## src/rtl/aes_pkg.sv

```systemverilog
// Shared types for the AES-256 CBC sequencers: FSM state encoding and the 128-bit block type.
package aes_pkg;

    localparam int BLK_W = 128;

    typedef logic [BLK_W-1:0] block_t;

    typedef enum logic [2:0] {
        NOIV  = 3'd0,
        RDY   = 3'd1,
        ISSUE = 3'd2,
        WAIT  = 3'd3,
        OUT   = 3'd4
    } state_e;

endpackage

```

## src/rtl/aes_chain_reg.sv

```systemverilog
// CBC chaining register: IV load beats ciphertext load, nothing moves while en_i is low.
module aes_chain_reg (
    input  logic         clk,
    input  logic         resetn,
    input  logic         en_i,
    input  logic         iv_load_i,
    input  logic [127:0] iv_i,
    input  logic         ct_load_i,
    input  logic [127:0] ct_i,
    output logic [127:0] chain_o
);
    import aes_pkg::*;

    block_t chain_q;
    block_t chain_d;

    always_comb begin
        chain_d = chain_q;
        if (iv_load_i) begin
            chain_d = iv_i;
        end else if (ct_load_i) begin
            chain_d = ct_i;
        end
    end

    always_ff @(posedge clk) begin
        if (!resetn) begin
            chain_q <= '0;
        end else if (en_i) begin
            chain_q <= chain_d;
        end
    end

    assign chain_o = chain_q;

endmodule

```

## src/rtl/aes256_cbc_enc_seq.sv

```systemverilog
// CBC encryption sequencer: one block in flight, p handshake -> core request 1 cycle, ct strobe -> cvalid 1 cycle.
// All outputs are registered; readies are derived from the next state so they line up with the state register.
module aes256_cbc_enc_seq #(
    parameter int BLK_W = 128,
    parameter int CNT_W = 16
) (
    input  logic             clk,
    input  logic             resetn,
    input  logic             enable_i,
    input  logic [BLK_W-1:0] iv_i,
    input  logic             ivalid_i,
    output logic             iv_ready_o,
    input  logic [BLK_W-1:0] p_i,
    input  logic             pvalid_i,
    output logic             p_ready_o,
    output logic [BLK_W-1:0] core_blk_o,
    output logic             core_valid_o,
    input  logic             core_ready_i,
    input  logic [BLK_W-1:0] core_ct_i,
    input  logic             core_ct_valid_i,
    output logic [BLK_W-1:0] c_o,
    output logic             cvalid_o,
    input  logic             c_ready_i,
    output logic [CNT_W-1:0] blk_cnt_o,
    output logic             busy_o
);
    import aes_pkg::*;

    state_e           state_q, state_d;
    logic             iv_ready_q, iv_ready_d;
    logic             p_ready_q, p_ready_d;
    logic             core_valid_q, core_valid_d;
    logic             cvalid_q, cvalid_d;
    logic             busy_q, busy_d;
    logic [BLK_W-1:0] core_blk_q, core_blk_d;
    logic [BLK_W-1:0] c_q, c_d;
    logic [CNT_W-1:0] blk_cnt_q, blk_cnt_d;
    logic [BLK_W-1:0] chain;

    logic iv_hs, p_hs, issue_hs, ct_hs, out_hs;

    assign iv_hs    = enable_i & ivalid_i & iv_ready_q;
    assign p_hs     = enable_i & pvalid_i & p_ready_q;
    assign issue_hs = enable_i & core_valid_q & core_ready_i;
    assign ct_hs    = enable_i & core_ct_valid_i & (state_q == WAIT);
    assign out_hs   = enable_i & cvalid_q & c_ready_i;

    aes_chain_reg u_chain (
        .clk       (clk),
        .resetn    (resetn),
        .en_i      (enable_i),
        .iv_load_i (iv_hs),
        .iv_i      (iv_i),
        .ct_load_i (ct_hs),
        .ct_i      (core_ct_i),
        .chain_o   (chain)
    );

    always_comb begin
        state_d    = state_q;
        core_blk_d = core_blk_q;
        c_d        = c_q;
        blk_cnt_d  = blk_cnt_q;

        if (iv_hs) begin
            blk_cnt_d = '0;
        end

        case (state_q)
            NOIV: begin
                if (iv_hs) begin
                    state_d = RDY;
                end
            end
            RDY: begin
                // A same-cycle IV wins: the block is chained onto the new IV, not the stale chain.
                if (p_hs) begin
                    core_blk_d = p_i ^ (iv_hs ? iv_i : chain);
                    state_d    = ISSUE;
                end
            end
            ISSUE: begin
                if (issue_hs) begin
                    state_d = WAIT;
                end
            end
            WAIT: begin
                if (ct_hs) begin
                    c_d     = core_ct_i;
                    state_d = OUT;
                end
            end
            OUT: begin
                if (out_hs) begin
                    blk_cnt_d = blk_cnt_q + CNT_W'(1);
                    state_d   = RDY;
                end
            end
            default: state_d = NOIV;
        endcase

        iv_ready_d   = (state_d == NOIV) || (state_d == RDY);
        p_ready_d    = (state_d == RDY);
        core_valid_d = (state_d == ISSUE);
        cvalid_d     = (state_d == OUT);
        busy_d       = (state_d == ISSUE) || (state_d == WAIT) || (state_d == OUT);
    end

    always_ff @(posedge clk) begin
        if (!resetn) begin
            state_q      <= NOIV;
            iv_ready_q   <= 1'b0;
            p_ready_q    <= 1'b0;
            core_valid_q <= 1'b0;
            cvalid_q     <= 1'b0;
            busy_q       <= 1'b0;
            core_blk_q   <= '0;
            c_q          <= '0;
            blk_cnt_q    <= '0;
        end else if (enable_i) begin
            state_q      <= state_d;
            iv_ready_q   <= iv_ready_d;
            p_ready_q    <= p_ready_d;
            core_valid_q <= core_valid_d;
            cvalid_q     <= cvalid_d;
            busy_q       <= busy_d;
            core_blk_q   <= core_blk_d;
            c_q          <= c_d;
            blk_cnt_q    <= blk_cnt_d;
        end
    end

    assign iv_ready_o   = iv_ready_q;
    assign p_ready_o    = p_ready_q;
    assign core_blk_o   = core_blk_q;
    assign core_valid_o = core_valid_q;
    assign c_o          = c_q;
    assign cvalid_o     = cvalid_q;
    assign blk_cnt_o    = blk_cnt_q;
    assign busy_o       = busy_q;

    // The core needs at least one cycle, so a reply alongside the issue handshake is a protocol error.
    a_no_ct_on_issue: assert property (@(posedge clk) disable iff (!resetn)
        issue_hs |-> !core_ct_valid_i);

    // NOIV is exempt: a reset mid-operation can leave the core's reply still in flight.
    a_ct_only_in_wait: assert property (@(posedge clk) disable iff (!resetn)
        (enable_i && (state_q == RDY || state_q == ISSUE || state_q == OUT)) |-> !core_ct_valid_i);

endmodule

```

## config.mk

```make
export PLATFORM = sky130hd
export DESIGN_NAME = aes256_cbc_enc_seq
export DESIGN_NICKNAME = d
export VERILOG_FILES = /design/src/rtl/aes_pkg.sv /design/src/rtl/aes_chain_reg.sv /design/src/rtl/aes256_cbc_enc_seq.sv
export SDC_FILE = /design/constraint.sdc
export NUM_CORES = 1
export LEC_CHECK = 0
export CAP_MARGIN = 20
export CORE_AREA = 2 2 264 266
export DETAILED_ROUTE_END_ITERATION = 8
export DIE_AREA = 0 0 266 268
export PLACE_DENSITY_LB_ADDON = 0.05
export SLEW_MARGIN = 10
export SYNTH_ARGS = -nofsm -noshare
export SYNTH_HDL_FRONTEND = slang
export SYNTH_SLANG_ARGS = --single-unit
```

## constraint.sdc

```tcl
create_clock -name clk -period 2.9 [get_ports clk]
set_clock_uncertainty 0.15 [all_clocks]
set_input_delay 0.58 -clock clk [delete_from_list [all_inputs] [get_ports clk]]
set_output_delay 0.58 -clock clk [all_outputs]
set_load 0.03 [all_outputs]
```

==> impl_metrics.csv <==
group,metric,value,unit
timing,rsz_0062_raised_after_global_routing,"no",
final_layout,final-instance-count-excl-fill,3369,
routing,average_wire_per_cell_in_the_routed_design,21.3,um
floorplan,start_util,24.4,%
critical_path,critical-path-max-stage-delay,0.93,ns
timing,fmaxAchievable,378,MHz
clocking,cts_setup_buffers,0,
critical_path,critPathKind,"reg -> out",
placed_design,portBuffers,668,
routing,post-route-drc-count,0,
timing,final_critical_period,2.65,ns
grt,grt_max_degree,137,
clocking,cts.sink_count,408,
critical_path,critPathArrivalTime,1.92,ns
synthesis,synth-edff-count,0,
critical_path,timing.critical_path.fanout_max,5,
synthesis,synthArstFlopShare,0,%
power_and_ir_drop,power.ir.vdd_worst,0.463,mV
synthesis,postSynthNetCount,2214,
grt,grt_pass1_vias,15600,
critical_path,critical-path-top-delay-family,"buffers and inverters",
clocking,cts_repair_resize_count,0,
power_and_ir_drop,power_per_standard_cell_area,510,nW/um^2
clocking,clkSlewWorstSetupHoldPaths,0.06,ns
grt,grt_overflow,0,
synthesis,average_cell_area_after_synthesis,9.13,sq um
synthesis,yosys_most_used_dff,"dfxtp_1",
routing,drt_pass1_iterations,7,
timing,tns_setup,0,ns
synthesis,synth_top_area_cell,"dfxtp_1",
synthesis,synth_warnings,0,
routing,detail-route-antenna-nets,0,
final_layout,final_design_area_no_fill,26100,sq um
timing,worst-slew-pin-transition,0.736,ns
grt,grt_antenna_before_repair,16,
synthesis,ranking_of_synthesized_cells_by_area,"dfxtp_1, nand2_1, mux2i_1, xnor2_1, a22o_1",
placed_design,dp_cells,3276,
timing,timing_max_transition_violations_final,0,
clocking,insertion_delay,0.58,ns
floorplan,die_h,268,um
synthesis,area_of_the_mapped_netlist,16600,sq um
final_layout,mostFrequentLayoutCell,"clkdlybuf4s50_1",
routing,finalWirelength,71700,um
power_and_ir_drop,p_leak,9.76,nW
run_status,outcome,"finished clean",
critical_path,crit_path_start_kind,"flip-flop",
grt,total_global_routing_track_utilization,19.1,%
worst_hold_path,timing.hold.worst.class,"reg -> reg",
floorplan,floorplan.io_pins,669,
routing,detailedRoute.firstIterationViolations,1077,
critical_path,cp.buffers_inverters,1,
clocking,cts_inserted_buffers,50,
synthesis,synth_seq_area_share,49.1,%
timing,setup_viol,0,
critical_path,critPathRequiredTime,2.17,ns
final_layout,nets,2839,
floorplan,row_count,96,
timing,whs,0.301,ns
placed_design,dpl_cell_area,24500,sq um
clocking,cts_htree_levels,2,
power_and_ir_drop,design_power_total,13.3,mW
critical_path,worst_case_register_to_register_setup_slack,0.77,ns
floorplan,fp.coreArea,68200,sq um
timing,final_report_hold_violation_count,0,
clocking,ctsRootBufferMaster,"clkbuf_16",
synthesis,post-synth-top-area-fraction,49.1,%
grt,grt_pass1_wl,103000,um
placed_design,dp.final_hpwl,52300,um
synthesis,post_synthesis_sequential_element_count,408,
placed_design,gp_congestion,0.808,
synthesis,number_of_standard_cells_after_synthesis,1821,
synthesis,netlist-cell-type-count,50,
final_layout,flow.area_growth_from_synthesis,57.1,%
floorplan,fp.dieArea,71300,sq um
clocking,tritoncts,"done",
clocking,postCtsHoldBufs,0,
critical_path,worst_setup_path_end_kind,"output pin",
floorplan,die_width,266,um
routing,routed_via_count,15800,
final_layout,drive_gt1_share,5.73,%
timing,slew_headroom,50.9,%
job,timing.max_cap.violations,0,
final_layout,layout_common_cells,"clkdlybuf4s50_1, dfxtp_1, nand2_1",
critical_path,cell_chain_critical_path,"clkdlybuf4s50_1",
clocking,clk_path_buf_depth,3,
critical_path,timing.critical_path.slowest_stage_cell,"clkdlybuf4s50_1",
timing,timing.final.crit_share,91.3,%
routing,via_per_inst,4.70,
layout make-up:
class | count | area (sq um)
diodes | 8 | 20.0
flip-flops and latches | 408 | 8170
well taps | 882 | 1100
multi-input cells | 1263 | 7820
clock inverters | 9 | 125
clock buffers | 76 | 1500
inverters | 2 | 12.5
repair buffers | 721 | 7360
fillers | 6830 | 42100
kinds of logic (layout without fill, tap and decap cells):
group	after synthesis	count (layout)	share of synthesized area [%]
buf+inv	150	808	4.04
simple gates	446	446	10.9
fa+ha+maj	1	1	0.0753
xor+xnor	133	133	7.01
compound gates	554	554	21.1
flops	408	408	49.1
other cells	0	8	0
mux	129	129	7.78
metal layers:
metal  track usage [%]  part of all wire, %  up-vias
met3              5.85                  7.3       96
met5                 0                 0.12        -
li1                  -                    -     7709
met2              33.3                   50      467
met4              5.83                  2.4       12
met1              22.5                   40     7548
power breakdown:
group / leakage [nW] / switching (mW) / internal [mW]
registers: 3.30 / 0.0465 / 5.68
logic: 5.68 / 0.493 / 0.752
clock network: 0.793 / 2.53 / 3.80
per-stage QoR:
stage                     util [%]  worst slack (ns)
final                         38.3             0.251
after global routing          38.3             0.161
after CTS                     38.2             0.189
after detailed placement      35.9            -0.131
after global placement        35.9            -0.142
after floorplan                  -             0.911
path summary, 6_finish.rpt:
check / from / end / cells past startpoint
setup / recovery: blk_cnt_o[0] / blk_cnt_o[0] / 1
setup reg to reg: state_q[2] / blk_cnt_o[15] / 4
hold reg to reg: c_o[111] / c_o[111] / 2
hold / removal: c_o[111] / c_o[111] / 2
state kept, by name, summed over array words and instances (netlist names):
register / count
p_ready_o: 1
iv_ready_o: 1
state_q: 3
blk_cnt_o: 16
core_blk_o: 128
u_chain.chain_o: 128
core_valid_o: 1
c_o: 128
cvalid_o: 1
busy_o: 1
cell usage after synthesis, types with 5 or more instances:
library cell  count
buf_2            39
a31oi_1         131
buf_4            14
mux2i_1         128
or3_1             5
and3_1            5
a22o_1          128
o21ai_0         133
nor2_1            8
a21oi_1         138
buf_1             9
nand3_1           7
xnor2_1         129
dfxtp_1         408
a211oi_1          5
nand2_1         396
clkbuf_1         85
No activity file was read; power rests on OpenSTA's default activity.
